[config.mk]
export PLATFORM = sky130hd
export DESIGN_NAME = wishbone_master_flat
export DESIGN_NICKNAME = d
export VERILOG_FILES = /design/src/rtl/wishbone_master_if.sv /design/src/rtl/wishbone_master.sv /design/src/flat_wrapper.sv
export SDC_FILE = /design/constraint.sdc
export NUM_CORES = 1
export LEC_CHECK = 0
export BUFFER_PORTS_ARGS = -buffer_cell sky130_fd_sc_hd__buf_2
export CORE_MARGIN = 2
export CORE_UTILIZATION = 50
export DETAILED_ROUTE_END_ITERATION = 7
export PLACE_DENSITY_LB_ADDON = 0.2
export SYNTH_ARGS = -nofsm -noshare
export SYNTH_HDL_FRONTEND = slang
export SYNTH_SLANG_ARGS = --single-unit
[constraint.sdc]
create_clock -name clk_i -period 2.7 [get_ports clk_i]
set_clock_uncertainty 0.05 [all_clocks]
set_input_delay 0.135 -clock clk_i [delete_from_list [all_inputs] [get_ports clk_i]]
set_output_delay 0.135 -clock clk_i [all_outputs]
set_load 0.02 [all_outputs]
[src/rtl/wishbone_master_if.sv]
// Request/response port plus Wishbone classic bus of the wishbone_master bridge.
// The master modport is the bridge's view; slave is the CPU-side and target-side peer.
interface wishbone_master_if;
  logic        req_valid_i;
  logic        req_ready_o;
  logic [31:0] req_addr_i;
  logic        req_we_i;
  logic [3:0]  req_sel_i;
  logic [31:0] req_wdata_i;
  logic        rsp_valid_o;
  logic [31:0] rsp_rdata_o;
  logic        rsp_err_o;
  logic        cyc_o;
  logic        stb_o;
  logic [31:0] adr_o;
  logic [3:0]  sel_o;
  logic [31:0] dat_o;
  logic        we_o;
  logic [31:0] dat_i;
  logic        ack_i;
  logic        err_i;
  logic        rty_i;

  modport master (
    input  req_valid_i, req_addr_i, req_we_i, req_sel_i, req_wdata_i,
    output req_ready_o, rsp_valid_o, rsp_rdata_o, rsp_err_o,
    output cyc_o, stb_o, adr_o, sel_o, dat_o, we_o,
    input  dat_i, ack_i, err_i, rty_i
  );

  modport slave (
    output req_valid_i, req_addr_i, req_we_i, req_sel_i, req_wdata_i,
    input  req_ready_o, rsp_valid_o, rsp_rdata_o, rsp_err_o,
    input  cyc_o, stb_o, adr_o, sel_o, dat_o, we_o,
    output dat_i, ack_i, err_i, rty_i
  );
endinterface

[src/rtl/wishbone_master.sv]
// Wishbone classic initiator: little-endian valid/ready request port onto a big-endian
// bus, one transaction in flight, bounded rty retries and a no-response timeout.
module wishbone_master #(
  parameter int TIMEOUT_CYCLES = 255,
  parameter int MAX_RETRIES    = 3,
  parameter int RETRY_BACKOFF  = 2
) (
  input logic               clk_i,
  input logic               rst_ni,
  wishbone_master_if.master bus
);
  localparam int NUM_LANES = 4;
  localparam int TW = (TIMEOUT_CYCLES > 0) ? $clog2(TIMEOUT_CYCLES + 1) : 1;
  localparam int RW = (MAX_RETRIES > 0) ? $clog2(MAX_RETRIES + 1) : 1;
  localparam int BW = (RETRY_BACKOFF > 1) ? $clog2(RETRY_BACKOFF) : 1;
  localparam bit            TO_EN   = (TIMEOUT_CYCLES > 0);
  localparam logic [TW-1:0] TO_LAST = TW'((TIMEOUT_CYCLES > 0) ? TIMEOUT_CYCLES - 1 : 0);
  localparam logic [RW-1:0] RET_MAX = RW'(MAX_RETRIES);
  localparam logic [BW-1:0] BO_LAST = BW'((RETRY_BACKOFF > 0) ? RETRY_BACKOFF - 1 : 0);

  typedef enum logic [1:0] {IDLE, BUS, BACKOFF} state_e;

  state_e                        state;
  logic [TW-1:0]                 tcnt;
  logic [RW-1:0]                 retries;
  logic [BW-1:0]                 bcnt;
  logic [NUM_LANES-1:0][7:0]     wdata_sw;
  logic [NUM_LANES-1:0][7:0]     rdata_sw;
  logic [NUM_LANES-1:0]          sel_sw;

  // Endianness swap: byte lane l on one side is lane NUM_LANES-1-l on the other.
  for (genvar l = 0; l < NUM_LANES; l++) begin : g_lane
    assign wdata_sw[l] = bus.req_wdata_i[8*(NUM_LANES-1-l) +: 8];
    assign rdata_sw[l] = bus.dat_i[8*(NUM_LANES-1-l) +: 8];
    assign sel_sw[l]   = bus.req_sel_i[NUM_LANES-1-l];
  end

  assign bus.req_ready_o = (state == IDLE);
  assign bus.stb_o       = bus.cyc_o;

  always_ff @(posedge clk_i or negedge rst_ni) begin
    if (!rst_ni) begin
      state           <= IDLE;
      tcnt            <= '0;
      retries         <= '0;
      bcnt            <= '0;
      bus.cyc_o       <= 1'b0;
      bus.we_o        <= 1'b0;
      bus.adr_o       <= '0;
      bus.sel_o       <= '0;
      bus.dat_o       <= '0;
      bus.rsp_valid_o <= 1'b0;
      bus.rsp_err_o   <= 1'b0;
      bus.rsp_rdata_o <= '0;
    end else begin
      bus.rsp_valid_o <= 1'b0;
      bus.rsp_err_o   <= 1'b0;
      bus.rsp_rdata_o <= '0;
      case (state)
        IDLE: begin
          if (bus.req_valid_i) begin
            bus.adr_o <= bus.req_addr_i;
            bus.sel_o <= sel_sw;
            bus.dat_o <= wdata_sw;
            bus.we_o  <= bus.req_we_i;
            bus.cyc_o <= 1'b1;
            retries   <= '0;
            tcnt      <= '0;
            state     <= BUS;
          end
        end
        BUS: begin
          // cyc drops on the same edge a termination is seen, so it is consumed once.
          if (bus.ack_i) begin
            bus.cyc_o       <= 1'b0;
            bus.rsp_valid_o <= 1'b1;
            bus.rsp_rdata_o <= bus.we_o ? '0 : rdata_sw;
            state           <= IDLE;
          end else if (bus.err_i) begin
            bus.cyc_o       <= 1'b0;
            bus.rsp_valid_o <= 1'b1;
            bus.rsp_err_o   <= 1'b1;
            state           <= IDLE;
          end else if (bus.rty_i) begin
            bus.cyc_o <= 1'b0;
            if (retries == RET_MAX) begin
              bus.rsp_valid_o <= 1'b1;
              bus.rsp_err_o   <= 1'b1;
              state           <= IDLE;
            end else begin
              retries <= retries + 1'b1;
              bcnt    <= '0;
              state   <= BACKOFF;
            end
          end else if (TO_EN && tcnt == TO_LAST) begin
            bus.cyc_o       <= 1'b0;
            bus.rsp_valid_o <= 1'b1;
            bus.rsp_err_o   <= 1'b1;
            state           <= IDLE;
          end else begin
            tcnt <= tcnt + 1'b1;
          end
        end
        BACKOFF: begin
          if (bcnt == BO_LAST) begin
            bus.cyc_o <= 1'b1;
            tcnt      <= '0;
            state     <= BUS;
          end else begin
            bcnt <= bcnt + 1'b1;
          end
        end
        default: begin
          bus.cyc_o <= 1'b0;
          state     <= IDLE;
        end
      endcase
    end
  end
endmodule
[src/flat_wrapper.sv]
// flat-port wrapper written by rule: the top's interface ports become plain ports
module wishbone_master_flat 
#(
  parameter int TIMEOUT_CYCLES = 255,
  parameter int MAX_RETRIES    = 3,
  parameter int RETRY_BACKOFF  = 2
)
  (clk_i, rst_ni, bus_req_valid_i, bus_req_addr_i, bus_req_we_i, bus_req_sel_i, bus_req_wdata_i, bus_req_ready_o, bus_rsp_valid_o, bus_rsp_rdata_o, bus_rsp_err_o, bus_cyc_o, bus_stb_o, bus_adr_o, bus_sel_o, bus_dat_o, bus_we_o, bus_dat_i, bus_ack_i, bus_err_i, bus_rty_i);
  wishbone_master_if bus_i ();
  input logic clk_i;
  input logic rst_ni;
  input wire logic [$bits(bus_i.req_valid_i)-1:0] bus_req_valid_i;
  input wire logic [$bits(bus_i.req_addr_i)-1:0] bus_req_addr_i;
  input wire logic [$bits(bus_i.req_we_i)-1:0] bus_req_we_i;
  input wire logic [$bits(bus_i.req_sel_i)-1:0] bus_req_sel_i;
  input wire logic [$bits(bus_i.req_wdata_i)-1:0] bus_req_wdata_i;
  output wire logic [$bits(bus_i.req_ready_o)-1:0] bus_req_ready_o;
  output wire logic [$bits(bus_i.rsp_valid_o)-1:0] bus_rsp_valid_o;
  output wire logic [$bits(bus_i.rsp_rdata_o)-1:0] bus_rsp_rdata_o;
  output wire logic [$bits(bus_i.rsp_err_o)-1:0] bus_rsp_err_o;
  output wire logic [$bits(bus_i.cyc_o)-1:0] bus_cyc_o;
  output wire logic [$bits(bus_i.stb_o)-1:0] bus_stb_o;
  output wire logic [$bits(bus_i.adr_o)-1:0] bus_adr_o;
  output wire logic [$bits(bus_i.sel_o)-1:0] bus_sel_o;
  output wire logic [$bits(bus_i.dat_o)-1:0] bus_dat_o;
  output wire logic [$bits(bus_i.we_o)-1:0] bus_we_o;
  input wire logic [$bits(bus_i.dat_i)-1:0] bus_dat_i;
  input wire logic [$bits(bus_i.ack_i)-1:0] bus_ack_i;
  input wire logic [$bits(bus_i.err_i)-1:0] bus_err_i;
  input wire logic [$bits(bus_i.rty_i)-1:0] bus_rty_i;
  assign bus_i.req_valid_i = bus_req_valid_i;
  assign bus_i.req_addr_i = bus_req_addr_i;
  assign bus_i.req_we_i = bus_req_we_i;
  assign bus_i.req_sel_i = bus_req_sel_i;
  assign bus_i.req_wdata_i = bus_req_wdata_i;
  assign bus_req_ready_o = bus_i.req_ready_o;
  assign bus_rsp_valid_o = bus_i.rsp_valid_o;
  assign bus_rsp_rdata_o = bus_i.rsp_rdata_o;
  assign bus_rsp_err_o = bus_i.rsp_err_o;
  assign bus_cyc_o = bus_i.cyc_o;
  assign bus_stb_o = bus_i.stb_o;
  assign bus_adr_o = bus_i.adr_o;
  assign bus_sel_o = bus_i.sel_o;
  assign bus_dat_o = bus_i.dat_o;
  assign bus_we_o = bus_i.we_o;
  assign bus_i.dat_i = bus_dat_i;
  assign bus_i.ack_i = bus_ack_i;
  assign bus_i.err_i = bus_err_i;
  assign bus_i.rty_i = bus_rty_i;
  wishbone_master #(.TIMEOUT_CYCLES(TIMEOUT_CYCLES), .MAX_RETRIES(MAX_RETRIES), .RETRY_BACKOFF(RETRY_BACKOFF)) u_core (.clk_i(clk_i), .rst_ni(rst_ni), .bus(bus_i));
endmodule
# After elaboration in Yosys (flattened, before gate mapping)
# Cells that the tools add are included.
# Widths: inputs -> output; s select.
[op_classes] n_addsub=3 n_eq_ne=13 mux=45 n_reduce_logical=9
[op_table] op="$mux 32" count=3
[op_table] op="$mux 8" count=6
[op_table] op="$mux 2" count=12
[op_table] op="$pmux 8 s3" count=1
[op_table] op="$mux 1" count=19
[op_table] op="$ne 2x2->1 const B" count=7
[op_table] op="$add 8x1->8 const B" count=1
[op_table] op="$eq 8x8->1 const B" count=1
[op_table] op="$reduce_and 7->1" count=1
[op_table] op="$pmux 2 s3" count=1
[op_table] op="$reduce_and 6->1" count=1
[op_table] op="$ne 5x4->1 const B" count=1
[op_table] op="$reduce_and 5->1" count=1
[op_table] op="$eq 2x2->1 const B" count=2
[op_table] op="$pmux 2 s2" count=1
[op_table] op="$reduce_bool 2->1" count=2
[op_table] op="$pmux 1 s3" count=1
[op_table] op="$reduce_and 3->1" count=1
[op_table] op="$reduce_bool 3->1" count=1
[op_table] op="$add 2x1->2 const B" count=1
[op_table] op="$eq 2x1->1 const B" count=1
[op_table] op="$logic_not 2->1" count=1
[op_table] op="$ne 2x1->1 const B" count=1
[op_table] op="$pmux 1 s2" count=1
[op_table] op="other kinds (2)" count=2
[totals] register_bits=117 inputBits=107 output_inout_bits=106 word_cells=82

# Logic depth before layout (Yosys ltp)
[logic_depth] depth_word=6 mapped_depth=7 ltp_nobuf=7

# Worst setup path after synthesis
# Ideal clock, no wire load.
[synth_timing] path_type="register -> register" from="register u_core.tcnt[0]" to="register u_core.tcnt[3]" setup_ps=124 t_arrival_ps=1422 t_required_ps=2526 setup_slack_ps=1104 stages_incl_launch_ff=7 n_path_buf=0 synth_period_minus_slack_ps=1596 cell_sequence="dfrtp_1 inv_1 ha_1 nand4_1 o211a_4 and3_1 a211o_1"
[synth_via] elab_chain_cells=6 elab_cells_between_ends=9 cone_classes="add/sub: 1; eq/ne: 2; mux: 5; reduce/logical: 1"
[synth_lines] element="start: declaration" line="wishbone_master.sv:24" rtl="logic [TW-1:0] tcnt;"
[synth_lines] element="start signal: assignment" line="wishbone_master.sv:101" rtl="tcnt <= tcnt + 1'b1;"
[synth_lines] element="$add 8x1->8" line="wishbone_master.sv:101"
[synth_lines] element="$mux 8" line="wishbone_master.sv:95" rtl="end else if (TO_EN && tcnt == TO_LAST) begin"
[synth_lines] element="$mux 8" line="wishbone_master.sv:84" rtl="end else if (bus.rty_i) begin"
[synth_lines] element="$mux 8" line="wishbone_master.sv:79" rtl="end else if (bus.err_i) begin"
[synth_lines] element="$mux 8" line="wishbone_master.sv:74" rtl="if (bus.ack_i) begin"
[synth_lines] element="$pmux 8 s3" line="wishbone_master.sv:59" rtl="case (state)"
# Several ways; a longest one is shown, not always the timed one. The select of a mux whose other input is x is not followed.
# A chain may end at the register's enable or synchronous reset.

# Worst setup path in the final report
[layout_timing] from="register u_core.state[0]" to="register u_core.bus.adr_o[26]"
[layout_via] elab_chain_cells=2
[layout_lines] element="start: declaration" line="wishbone_master.sv:23" rtl="state_e state;"
[layout_lines] element="start signal: assignment" line="wishbone_master.sv:43" rtl="state <= IDLE;"
[layout_lines] element="start signal: assignment" line="wishbone_master.sv:69" rtl="state <= BUS;"
[layout_lines] element="start signal: assignment" line="wishbone_master.sv:78" rtl="state <= IDLE;"
[layout_lines] element="$logic_not 2->1" line="wishbone_master.sv:59"
[layout_lines] element="$reduce_and 2->1 (no line)"
[layout_lines] element="end signal: assignment" line="wishbone_master.sv:62" rtl="bus.adr_o <= bus.req_addr_i;"
[layout_lines] element="end: declaration" line="wishbone_master_if.sv:27" rtl="output cyc_o, stb_o, adr_o, sel_o, dat_o, we_o,"
# Every way passes these cells.

==> results.sh <==
export IMPL_core_area_mm2=0.00872
export IMPL_clock_sinks=117
export IMPL_cts_max_level=4
export IMPL_critPathMaxFanout=59
export IMPL_grt_max_degree=118
export IMPL_drv_cap=0
export IMPL_viasPerCell=4.95
export IMPL_fmax_ghz=0.554
export IMPL_slowest_delay_ns=0.50
export IMPL_routabilityCongestion=0.866
export IMPL_antenna_found_initial=0
export IMPL_cts_clk_slew_worst_paths_ns=0.05
export IMPL_start_util_pct=51.5
export IMPL_syn_num_nets=414
export IMPL_report_final_slew_viol_count=0
export IMPL_final_hold_violation_count=0
export IMPL_cts_tree="built"
export IMPL_overflow=0
export IMPL_critical_path_slowest_cell="dfrtp_1"
export IMPL_reg2regPathDepth=3
export IMPL_wl_um=12900
export IMPL_vias=3710
export IMPL_final_net_count=738
export IMPL_leakage_nw=3.69
export IMPL_postPlaceCellArea_mm2=0.00565
export IMPL_worst_setup_path_type="reg2reg"
export IMPL_cts_buffers=17
export IMPL_powerDensity_mw_per_mm2=953
export IMPL_ir_drop_v=0.000558
export IMPL_syn_to_final_growth_pct=62.8
export IMPL_dp_hpwl_um=7140
export IMPL_setup_viol=0
export IMPL_status="completed"
export IMPL_arrival_ns=2.12
export IMPL_portBuffers=212
export IMPL_final_cells=749
export IMPL_fin_crit_ns=1.81
export IMPL_netlist_area_mm2=0.00449
export IMPL_clk_latency_ns=0.50
export IMPL_fin_setup_tns_ns=0
export IMPL_post_route_period_util_pct=66.9
export IMPL_synth_distinct_cells=37
export IMPL_final_cell_mix="buf_2 (211), dfrtp_1 (117), dlygate4sd3_1 (104), mux2_1 (69), and2_1 (32)"
export IMPL_synth_top_cell_area_share_pct=65.2
export IMPL_post_route_util_pct=83.9
export IMPL_start_kind="register"
export IMPL_drc=0
export IMPL_place_detailed_instances=613
export IMPL_fin_area_mm2=0.00732
export IMPL_min_path_type="in2reg"
export IMPL_path_cells="nor3b_2 -> buf_12 -> mux2_1"
export IMPL_yosysSeqAreaShare_pct=65.2
export IMPL_synth_cells=304
export IMPL_synth_top_cell_by_area="dfrtp_1"
export IMPL_hold_path_cell_count=4
export IMPL_final_common_cell="buf_2"
export IMPL_avgSynthCellArea_um2=14.8
export IMPL_root_buffer="clkbuf_8"
export IMPL_grt_pass1_vias=4124
export IMPL_cp_buffers_inverters=1
export IMPL_slew_headroom_pct=57.7
export IMPL_layout_drive_gt1_share_pct=39.6
export IMPL_synth_seq_cells=117
export IMPL_die_height_um=98.8
export IMPL_die_w_um=98.8
export IMPL_wl_per_cell_um=17.3
export IMPL_rsz0062_at_grt="false"
export IMPL_end_kind="register"
export IMPL_ios=213
export IMPL_placementRows=34
export IMPL_drtPass1Iterations=4
export IMPL_synth_area_leaders="dfrtp_1 (65%), mux2_1 (17%), and2_1 (4.5%)"
export IMPL_grt_usage_pct=27.4
export IMPL_drt_iter0_drc=168
export IMPL_drtAntennaViolNets=0
export IMPL_crit_cells=3
export IMPL_grt_first_pass_wirelength_um=20600
export IMPL_crit_required_ns=3.02
export IMPL_tightest_slew_ns=0.635
export IMPL_clock_path_buffers=2
export IMPL_synth_warnings=0
export IMPL_cts_resized=0
export IMPL_crit_family="flip-flops"
export IMPL_die_area_mm2=0.00976
export IMPL_diodes=0
## sequential cells by signal, indices dropped and copies added, names as in the netlist
| signal | count |
|---|---|
| u_core.bus.rsp_err_o | 1 |
| u_core.bus.sel_o | 4 |
| u_core.bus.rsp_rdata_o | 32 |
| u_core.bus.we_o | 1 |
| u_core.bus.dat_o | 32 |
| u_core.bus.cyc_o | 1 |
| u_core.tcnt | 8 |
| u_core.bus.adr_o | 32 |
| u_core.bus.rsp_valid_o | 1 |
| u_core.bcnt | 1 |
| u_core.retries | 2 |
| u_core.state | 2 |
## metal layers
| metal | vias to the layer above | global-route usage [%] | share of wire, % | wire length (um) |
|---|---|---|---|---|
| met1 | 1807 | 31.9 | 38 | 4960 |
| met5 | - | 0 | 0 | 0 |
| li1 | 1701 | - | - | - |
| met2 | 174 | 46.7 | 51 | 6580 |
| met3 | 28 | 9.65 | 8.2 | 1060 |
| met4 | 0 | 10.7 | 2.6 | 337 |
## layout make-up
type,instances,area (um^2)
sequential,117,2930
timing repair buffer,320,2160
multi-input combinational,168,1450
fill,432,1410
clock buffer,19,422
clock inverter,13,205
tap,108,135
inverter,4,15.0
## logic make-up (layout without fill, tap and decap cells)
group / after synthesis / in the layout / synth area share (%)
compound gates: 25 / 25 / 4.07
flops: 117 / 117 / 65.2
buf+inv: 19 / 356 / 2.65
fa+ha+maj: 3 / 3 / 0.836
mux: 70 / 70 / 17.5
simple gates: 70 / 70 / 9.77
## report_power, final
group / leakage, nW / switching [mW] / internal, mW / total, mW
clock: 0.298 / 0.784 / 1.59 / 2.37
combinational: 1.93 / 1.24 / 0.843 / 2.08
sequential: 1.46 / 0.272 / 2.25 / 2.52
total: 3.69 / 2.30 / 4.68 / 6.98
## path summary, 6_finish.rpt
check | endpoint | slack [ns] | from
max | u_core.bus.adr_o[26] | 0.89 | u_core.state[0]
min | u_core.bus.cyc_o | 0.04 | bus_req_valid_i
max reg2reg | u_core.bus.adr_o[26] | 0.89 | u_core.state[0]
min reg2reg | u_core.bus.dat_o[28] | 0.43 | u_core.bus.dat_o[28]
max in group asynchronous | u_core.bus.adr_o[5] | 1.88 | rst_ni
min in group asynchronous | u_core.bus.dat_o[12] | 0.21 | rst_ni
## worst register-to-register path: stages (launching register included)
cell     delay (ns)
dfrtp_1        0.50
nor3b_2        0.36
buf_12         0.34
mux2_1         0.42
## cells in the mapped netlist
library cell    n
buf_4           9
o211ai_2        1
a21oi_1         6
ha_1            3
a21o_1          1
nand2_1         4
nand4_1         1
nand2b_1        3
nand3b_1        2
a221o_1         1
and4_1          1
inv_1           3
mux2i_1         1
a31oi_1         2
o21ai_0         1
o211a_4         1
nor3b_2         2
and2_1         32
nor3b_4         1
nor4_1          2
and3_1          4
nand3_1         3
dfrtp_1       117
o21ai_1         4
nor2_1          7
buf_6           1
inv_2           1
a22o_1          2
nor3_1          3
buf_2           5
nor2_4          1
o21a_1          2
nor3b_1         1
nor2b_1         3
mux2_1         69
a2bb2oi_1       1
a211o_1         3
## through the flow
| stage | power, mW | worst slack, ns | hold WS (ns) |
|---|---|---|---|
| 4_1_cts | 6.97 | 0.921 | 0.0167 |
| 2_1_floorplan | 3.71 | 1.10 | -0.211 |
| 5_1_grt | 7.29 | 0.806 | 0.0490 |
| 6_report | 6.98 | 0.894 | 0.0373 |
| 3_3_place_gp | 4.38 | 1.00 | 0.216 |
| 3_5_place_dp | 4.46 | 0.939 | 0.219 |
## timing repair
action                                 CTS  global route
hold buffers                           104             0
endpoints found under the hold margin  221             0
buffers inserted                         0             0
(Power assumes the default switching activity.)
